### config.mk
export PLATFORM = sky130hd
export DESIGN_NAME = updown_sweep_ctrl
export DESIGN_NICKNAME = d
export VERILOG_FILES = /design/src/rtl/updown_sweep_pkg.sv /design/src/rtl/updown_sweep_ctrl_dwell_timer.sv /design/src/rtl/updown_sweep_ctrl.sv
export SDC_FILE = /design/constraint.sdc
export NUM_CORES = 1
export LEC_CHECK = 0
export ABC_AREA = 1
export BUFFER_PORTS_ARGS = -buffer_cell sky130_fd_sc_hd__buf_2
export CAP_MARGIN = 20
export CORE_ASPECT_RATIO = 1.75
export CORE_MARGIN = 2
export CORE_UTILIZATION = 45
export CTS_CLUSTER_DIAMETER = 200
export DETAILED_ROUTE_END_ITERATION = 7
export MAX_ROUTING_LAYER = met4
export PLACE_DENSITY = 0.62
export SYNTH_ARGS = -nofsm -noshare
export SYNTH_HDL_FRONTEND = slang
export SYNTH_SLANG_ARGS = --single-unit
### constraint.sdc
create_clock -name clk -period 3.7 [get_ports clk]
set_input_delay 0.185 -clock clk [delete_from_list [all_inputs] [get_ports clk]]
set_output_delay 0.185 -clock clk [all_outputs]
set_load 0.02 [all_outputs]
### src/rtl/updown_sweep_pkg.sv
// Shared types for the up/down sweep sequencer: FSM state encoding and
// counter direction constants.
package updown_sweep_pkg;

    typedef enum logic [2:0] {
        IDLE     = 3'd0,
        SEEK     = 3'd1,
        UP       = 3'd2,
        DWELL_HI = 3'd3,
        DOWN     = 3'd4,
        DWELL_LO = 3'd5,
        DONE     = 3'd6
    } sweep_state_e;

    localparam logic DIR_UP   = 1'b1;
    localparam logic DIR_DOWN = 1'b0;

endpackage

### src/rtl/updown_sweep_ctrl_dwell_timer.sv
// Dwell timer shared by both bound-hold states. Reloaded every cycle outside
// a dwell, so a dwell of length len lasts len+1 cycles before expire.
module sweep_dwell_timer #(
    parameter int DWELL_W = 4
) (
    input  logic               clk,
    input  logic               reset,
    input  logic               load,
    input  logic [DWELL_W-1:0] len,
    output logic               expire
);

    logic [DWELL_W-1:0] count_reg;

    always_ff @(posedge clk or posedge reset) begin
        if (reset) begin
            count_reg <= '0;
        end else if (load) begin
            count_reg <= len;
        end else if (count_reg != '0) begin
            count_reg <= count_reg - 1'b1;
        end
    end

    assign expire = (count_reg == '0);

endmodule

### src/rtl/updown_sweep_ctrl.sv
// Sequencer that sweeps an updown_counter between two latched bounds with a
// programmable dwell at each end, watching the counter value to land exactly.
module updown_sweep_ctrl
    import updown_sweep_pkg::*;
#(
    parameter int WIDTH   = 4,
    parameter int DWELL_W = 4,
    parameter int PASS_W  = 4
) (
    input  logic               clk,
    input  logic               reset,
    input  logic               start,
    input  logic               abort,
    input  logic [WIDTH-1:0]   lo_bound,
    input  logic [WIDTH-1:0]   hi_bound,
    input  logic [DWELL_W-1:0] dwell,
    input  logic [PASS_W-1:0]  passes,
    input  logic [WIDTH-1:0]   cnt_in,
    output logic               cnt_enable,
    output logic               cnt_up_down,
    output logic               busy,
    output logic               done,
    output logic               err,
    output logic [PASS_W-1:0]  pass_cnt
);

    sweep_state_e       state_reg, state_next;
    logic [WIDTH-1:0]   lo_reg, hi_reg;
    logic [DWELL_W-1:0] dwell_reg;
    logic [PASS_W-1:0]  passes_reg;
    logic [PASS_W-1:0]  pass_cnt_reg, pass_cnt_next;
    logic               err_reg, err_next;
    logic               dir_reg, dir_next;
    logic               enable_next;
    logic               latch;
    logic               dwell_expire;
    logic               in_dwell;

    // One extra bit keeps the +1 landing compares free of wrap artefacts.
    logic [WIDTH:0] cnt_ext, lo_ext, hi_ext;
    assign cnt_ext = {1'b0, cnt_in};
    assign lo_ext  = {1'b0, lo_reg};
    assign hi_ext  = {1'b0, hi_reg};

    assign in_dwell = (state_reg == DWELL_HI) || (state_reg == DWELL_LO);

    sweep_dwell_timer #(
        .DWELL_W (DWELL_W)
    ) u_dwell_timer (
        .clk    (clk),
        .reset  (reset),
        .load   (!in_dwell),
        .len    (dwell_reg),
        .expire (dwell_expire)
    );

    always_comb begin
        state_next    = state_reg;
        enable_next   = 1'b0;
        dir_next      = dir_reg;
        pass_cnt_next = pass_cnt_reg;
        err_next      = err_reg;
        latch         = 1'b0;

        case (state_reg)
            IDLE: begin
                if (start) begin
                    if (lo_bound < hi_bound) begin
                        latch         = 1'b1;
                        pass_cnt_next = '0;
                        err_next      = 1'b0;
                        state_next    = SEEK;
                    end else begin
                        err_next = 1'b1;
                    end
                end
            end
            SEEK: begin
                if (cnt_in == lo_reg) begin
                    state_next = UP;
                end else begin
                    enable_next = 1'b1;
                    dir_next    = (cnt_in < lo_reg) ? DIR_UP : DIR_DOWN;
                end
            end
            UP: begin
                enable_next = 1'b1;
                dir_next    = DIR_UP;
                if (cnt_ext + 1'b1 == hi_ext) begin
                    state_next = DWELL_HI;
                end
            end
            DWELL_HI: begin
                if (dwell_expire) begin
                    state_next = DOWN;
                end
            end
            DOWN: begin
                enable_next = 1'b1;
                dir_next    = DIR_DOWN;
                if (cnt_ext == lo_ext + 1'b1) begin
                    pass_cnt_next = (pass_cnt_reg == '1) ? pass_cnt_reg : pass_cnt_reg + 1'b1;
                    if (passes_reg != '0 && pass_cnt_next == passes_reg) begin
                        state_next = DONE;
                    end else begin
                        state_next = DWELL_LO;
                    end
                end
            end
            DWELL_LO: begin
                if (dwell_expire) begin
                    state_next = UP;
                end
            end
            DONE: begin
                state_next = IDLE;
            end
            default: begin
                state_next = IDLE;
            end
        endcase

        // Abort overrides everything decided above, including an IDLE start.
        if (abort) begin
            state_next    = IDLE;
            enable_next   = 1'b0;
            dir_next      = dir_reg;
            pass_cnt_next = pass_cnt_reg;
            err_next      = err_reg;
            latch         = 1'b0;
        end
    end

    always_ff @(posedge clk or posedge reset) begin
        if (reset) begin
            state_reg    <= IDLE;
            lo_reg       <= '0;
            hi_reg       <= '0;
            dwell_reg    <= '0;
            passes_reg   <= '0;
            pass_cnt_reg <= '0;
            err_reg      <= 1'b0;
            dir_reg      <= DIR_DOWN;
        end else begin
            state_reg    <= state_next;
            pass_cnt_reg <= pass_cnt_next;
            err_reg      <= err_next;
            dir_reg      <= dir_next;
            if (latch) begin
                lo_reg     <= lo_bound;
                hi_reg     <= hi_bound;
                dwell_reg  <= dwell;
                passes_reg <= passes;
            end
        end
    end

    assign cnt_enable  = enable_next;
    assign cnt_up_down = dir_next;
    assign busy        = (state_reg != IDLE);
    assign done        = (state_reg == DONE) && !abort;
    assign err         = err_reg;
    assign pass_cnt    = pass_cnt_reg;

endmodule
After elaboration in Yosys (flattened, before gate mapping)
Index checks and enable logic that the tools add are counted.
{"block": "totals", "out_inout_bits": 9, "in_bits": 24, "word_cells": 81, "register_bits": 29}
{"block": "op_classes", "n_addsub": 4, "n_mux": 29, "n_lt_le_gt_ge": 2, "n_bitwise": 1, "n_eq_ne": 22, "reduce_logical": 14}
{"cell": "$mux 3", "n": 8}
{"cell": "$mux 4", "n": 6}
{"cell": "$ne 3x3->1 const B", "n": 7}
{"cell": "$pmux 3 s6", "n": 1}
{"cell": "$add 4x1->5 const B", "n": 2}
{"cell": "$mux 1", "n": 10}
{"cell": "$eq 3x3->1 const B", "n": 3}
{"cell": "$eq 4x4->1", "n": 2}
{"cell": "$lt 4x4->1", "n": 2}
{"cell": "$pmux 4 s2", "n": 1}
{"cell": "$reduce_bool 4->1", "n": 2}
{"cell": "$reduce_and 7->1", "n": 1}
{"cell": "$eq 3x2->1 const B", "n": 2}
{"cell": "$ne 2x2->1 const B", "n": 3}
{"cell": "$eq 4x5->1", "n": 1}
{"cell": "$eq 5x4->1", "n": 1}
{"cell": "$reduce_and 5->1", "n": 1}
{"cell": "$add 4x1->4 const B", "n": 1}
{"cell": "$eq 4x4->1 const B", "n": 1}
{"cell": "$logic_not 4->1", "n": 1}
{"cell": "$sub 4x1->4 const B", "n": 1}
{"cell": "$eq 3x1->1 const B", "n": 1}
{"cell": "$logic_not 3->1", "n": 1}
{"cell": "$pmux 1 s3", "n": 1}
{"cell": "11 further kinds", "n": 12}

Longest topological paths before layout
{"block": "logic_depth", "ltp_word": 8, "depth_mapped": 13, "ltp_nobuf": 13}

By module
From an unflattened synthesis, not the netlist that was laid out.
{"block": "unflattened", "hier_cells": 310, "hier_area_um2": 2094.5}
{"module": "updown_sweep_ctrl", "instances": 1, "area_per_inst_um2": 1835.5, "cells_each": 272}
{"module": "sweep_dwell_timer", "instances": 1, "area_per_inst_um2": 259.0, "cells_each": 38}

Least setup slack after synthesis
No wires, ideal clock.
{"block": "synth_timing", "path_kind": "register -> register", "from": "register pass_cnt_reg[0], in the netlist pass_cnt[0]", "to": "register state_reg[0]", "slack_ps": 2053, "arrival_time_ps": 1530, "path_stages_with_launch": 13, "period_less_slack_ps": 1647, "t_required_ps": 3583, "path_buffers": 0, "path_cell_list": "dfrtp_1 > ha_1 > nand2_1 > nor2_1 > nand2_1 > nand3_1 > nand2_1 > nor2_1 > nand2_1 > nand2_1 > nand2_1 > nand2_1 > nand2_1"}
{"block": "synth_via", "elab_chain_cells": 8}
{"item": "start: declaration", "line": "updown_sweep_ctrl.sv:31", "source": "logic [PASS_W-1:0] pass_cnt_reg, pass_cnt_next;"}
{"item": "start signal: assignment", "line": "updown_sweep_ctrl.sv:146", "source": "pass_cnt_reg <= pass_cnt_next;"}
{"item": "$add 4x1->4 / $eq 4x4->1 (equally long branches)", "line": "updown_sweep_ctrl.sv:102", "source": "pass_cnt_next = (pass_cnt_reg == '1) ? pass_cnt_reg : pass_cnt_reg + 1'b1;"}
{"item": "$mux 4 (*)", "line": "updown_sweep_ctrl.sv:102"}
{"item": "$eq 4x4->1 (*)", "line": "updown_sweep_ctrl.sv:103", "source": "if (passes_reg != '0 && pass_cnt_next == passes_reg) begin"}
{"item": "$logic_and 1x1->1 (*)", "line": "updown_sweep_ctrl.sv:103"}
{"item": "$mux 2 (*)", "line": "updown_sweep_ctrl.sv:103"}
{"item": "$mux 3 (*)", "line": "updown_sweep_ctrl.sv:101", "source": "if (cnt_ext == lo_ext + 1'b1) begin"}
{"item": "$pmux 3 s6 (*)", "line": "updown_sweep_ctrl.sv:65", "source": "case (state_reg)"}
{"item": "$mux 3 (*)", "line": "updown_sweep_ctrl.sv:124", "source": "if (abort) begin"}
{"item": "end signal: assignment", "line": "updown_sweep_ctrl.sv:145", "source": "state_reg <= state_next;"}
{"item": "end: declaration", "line": "updown_sweep_ctrl.sv:27", "source": "sweep_state_e state_reg, state_next;"}
Mark *: on every way between the ends. The rest lies on a longest branch, timed or not. The select of a mux whose other input is x is not followed.
A chain may end at the register's enable or synchronous reset.

Worst setup path in the final report
{"block": "layout_timing", "from": "register lo_reg[1]", "to": "output port cnt_up_down"}
{"block": "layout_via", "elab_chain_cells": 5}
{"item": "start: declaration", "line": "updown_sweep_ctrl.sv:28", "source": "logic [WIDTH-1:0] lo_reg, hi_reg;"}
{"item": "start signal: assignment", "line": "updown_sweep_ctrl.sv:150", "source": "lo_reg <= lo_bound;"}
{"item": "$lt 4x4->1", "line": "updown_sweep_ctrl.sv:83", "source": "dir_next = (cnt_in < lo_reg) ? DIR_UP : DIR_DOWN;"}
{"item": "$mux 1", "line": "updown_sweep_ctrl.sv:83"}
{"item": "$mux 1 (*)", "line": "updown_sweep_ctrl.sv:79", "source": "if (cnt_in == lo_reg) begin"}
{"item": "$pmux 1 s3 (*)", "line": "updown_sweep_ctrl.sv:65"}
{"item": "$mux 1 (*)", "line": "updown_sweep_ctrl.sv:124"}
{"item": "end: declaration", "line": "updown_sweep_ctrl.sv:20", "source": "output logic cnt_up_down,"}
Mark *: on every way between the ends. The rest lies on a longest branch, timed or not.

==> metrics.yaml <==
cts:
  cts_resized: 0
  root_buffer: "clkbuf_8"
  cts.path.max_buffers: 2
  cts_tree: "built"
  numCtsBuffers: 5
  cts-htree-levels: 2
  clock-sinks: 29
  clk_latency_ns: 0.29
  clkTransAtPathRegs_ns: 0.07
routing:
  drt-pass1-iter-count: 4
  ant_nets: 0
  wire_per_inst_um: 11.9
  drt-initial-drc-count: 33
  vias_per_cell: 4.93
  vias: 1880
  drt_wl_total_mm: 4.54
  drcViolationCount: 0
grt:
  grt_pass1_vias: 1882
  grt_overflow: 0
  grt_first_pass_wirelength_mm: 7.86
  grtUsageMet1_pct: 20.9
  grt_max_degree: 28
  gr-usage-met2_pct: 40.3
  antenna_found_initial: 0
  grt_use_met3_pct: 4.52
  grt_usage_pct: 22.0
  gr-max-usage-layer: "met2"
setup_path:
  cp_slowest_cell: "dfrtp_1"
  critPathLaunchType: "flop"
  cpPeakStageDelay_ns: 0.40
  crit_fanout: 3
  path_class: "reg2out"
  cp.arrival_ns: 1.86
  end_kind: "primary output"
  path_cells: "inv_1 > ha_1 > a21oi_1 > nor2_1 > nor3b_1 > o21ai_0 > nand2_1 > o21ai_0 > inv_1 > buf_2"
  required_ns: 3.51
logic_synthesis:
  ys_seq_area_share_pct: 36.1
  syn-num-nets: 326
  synth_cells: 291
  yosysWarnings: 0
  yosysUniqueCellTypes: 27
  ys_seq_elements: 29
  netlist_area_mm2: 0.00201
  avgSynthCellArea_um2: 6.91
floorplan:
  num_rows: 32
  initial_core_util_pct: 46.0
  die_x_um: 54.5
  dieArea_mm2: 0.00504
  core_area_mm2: 0.00436
  die_h_um: 92.4
  io_pins: 33
sta:
  final.setup.tns_ns: 0
  finalCritPeriodShare_pct: 55.2
  rsz0062_at_grt: "no"
  hold_viol: 0
  skew_ns: 0.00611
  finalSetupViolCount: 0
  whs_ns: 0.0910
  fmax_mhz: 490
  max_slew_margin_pct: 65.9
  tightest_slew_ns: 0.511
  fin_crit_ns: 2.04
  finalMaxSlewViolations: 0
placement:
  dpl.hpwl_mm: 3.72
  gp_congestion: 0.896
  port_buffers: 32
layout:
  syn2layout_area_growth_pct: 15.1
  layout-drive-gt1-share_pct: 18.5
  antennaDiodeCount: 0
  nets: 364
worst_hold_path:
  hold_path.class: "in2reg"
power:
  p_leak_nw: 1.28
  power.density_mw_per_mm2: 664
  power.total_mw: 1.53
  peakVddDrop_uv: 400
status:
  status: "finished clean"
flow_run:
  maxCapViolations: 0
[final timing paths]
path                                        endpoint  slack [ns]  depth (start not counted)                startpoint
min                         dwell_reg[2]$_DFFE_PP0P_        0.09                          3                  dwell[2]
max in group asynchronous  passes_reg[0]$_DFFE_PP0P_        2.60                          4                     reset
max reg2reg                    hi_reg[0]$_DFFE_PP0P_        1.97                         10  state_reg[0]$_DFFE_PP0P_
max                                      cnt_up_down        1.66                         10     lo_reg[1]$_DFFE_PP0P_
min in group asynchronous   dwell_reg[1]$_DFFE_PP0P_        0.47                          3                     reset
min reg2reg                 dwell_reg[3]$_DFFE_PP0P_        0.48                          2  dwell_reg[3]$_DFFE_PP0P_
[cells in the mapped netlist, drive strengths merged]
cell type,count,share of area (%)
nor3b,1,0.37
o21ai,20,5.0
xnor2,4,1.7
nand4,1,0.31
o221ai,1,0.44
nor3,3,1.3
xor2,2,0.87
nand3,25,6.2
inv,50,9.3
a31oi,1,0.31
ha,11,6.8
o211ai,1,0.37
nand3b,1,0.37
dfrtp,29,36
nand2,108,21
a21oi,8,2.2
buf,3,1.5
nor2,22,5.8
[layer usage]
layer / routed length (um) / up-vias
met2: 2600 / 33
met4: 116 / 0
met3: 138 / 9
li1: - / 981
met5: 0 / -
met1: 1690 / 857
[cell usage in the layout (no fill, tap or decap)]
cell type      instances
a21oi_1                7
a21oi_2                1
a31oi_1                1
buf_2                 32
buf_4                  1
clkbuf_8               5
clkinvlp_4             3
dfrtp_1               29
dlygate4sd3_1          1
ha_1                  11
inv_1                 42
inv_2                  8
nand2_1              102
nand2_2                6
nand3_1               25
nand3b_1               1
nand4_1                1
nor2_1                18
nor2_2                 1
nor2_4                 2
nor2_8                 1
nor3_1                 2
nor3_4                 1
nor3b_1                1
o211ai_1               1
o21ai_0               14
o21ai_1                6
o221ai_1               1
xnor2_1                4
xor2_1                 2
[report_power, final]
group	total, mW	leakage [nW]	internal [mW]	switching (mW)
clock	0.270	0.0364	0.132	0.139
combinational	0.715	0.874	0.277	0.438
sequential	0.550	0.368	0.448	0.102
[cell families after synthesis]
group | count (synthesis) | synth area share, %
buffers and inverters | 53 | 10.8
flip-flops | 29 | 36.1
XOR/XNOR | 6 | 2.62
adder cells (fa/ha/maj) | 11 | 6.85
AND/OR/NAND/NOR | 161 | 35.3
AO/OA/AOI/OAI | 31 | 8.28
[cell type report]
class | count | area, um^2
fill | 464 | 2050
multi-input combinational | 209 | 1070
sequential | 29 | 726
inverter | 50 | 188
timing repair buffer | 34 | 178
clock buffer | 5 | 68.8
tap | 51 | 63.8
clock inverter | 3 | 22.5
[stage by stage]
stage | setup slack [ns] | instances | instance area [um^2] | util (%)
after floorplan | 2.05 | 291 | 2010 | -
after global placement | 1.97 | 372 | 2210 | 50.7
after detailed placement | 1.98 | 372 | 2210 | 50.7
after CTS | 1.65 | 381 | 2310 | 53.0
after global routing | 1.46 | 381 | 2310 | 53.0
final | 1.66 | 381 | 2310 | 53.0
[timing repair]
| item | in CTS | in global routing |
|---|---|---|
| endpoints found under the hold margin | 12 | 0 |
| setup buffers | 0 | 0 |
| hold buffers | 1 | 0 |
[worst max-delay path, delay by kind of cell (launching register included)]
family,cells,cell delay (ns)
buffers and inverters,3,0.32
DFF,1,0.40
AOI/OAI and AO/OA,3,0.32
and+or+nand+nor,3,0.27
adders and majority gates,1,0.25
(Power assumes the default switching activity.)
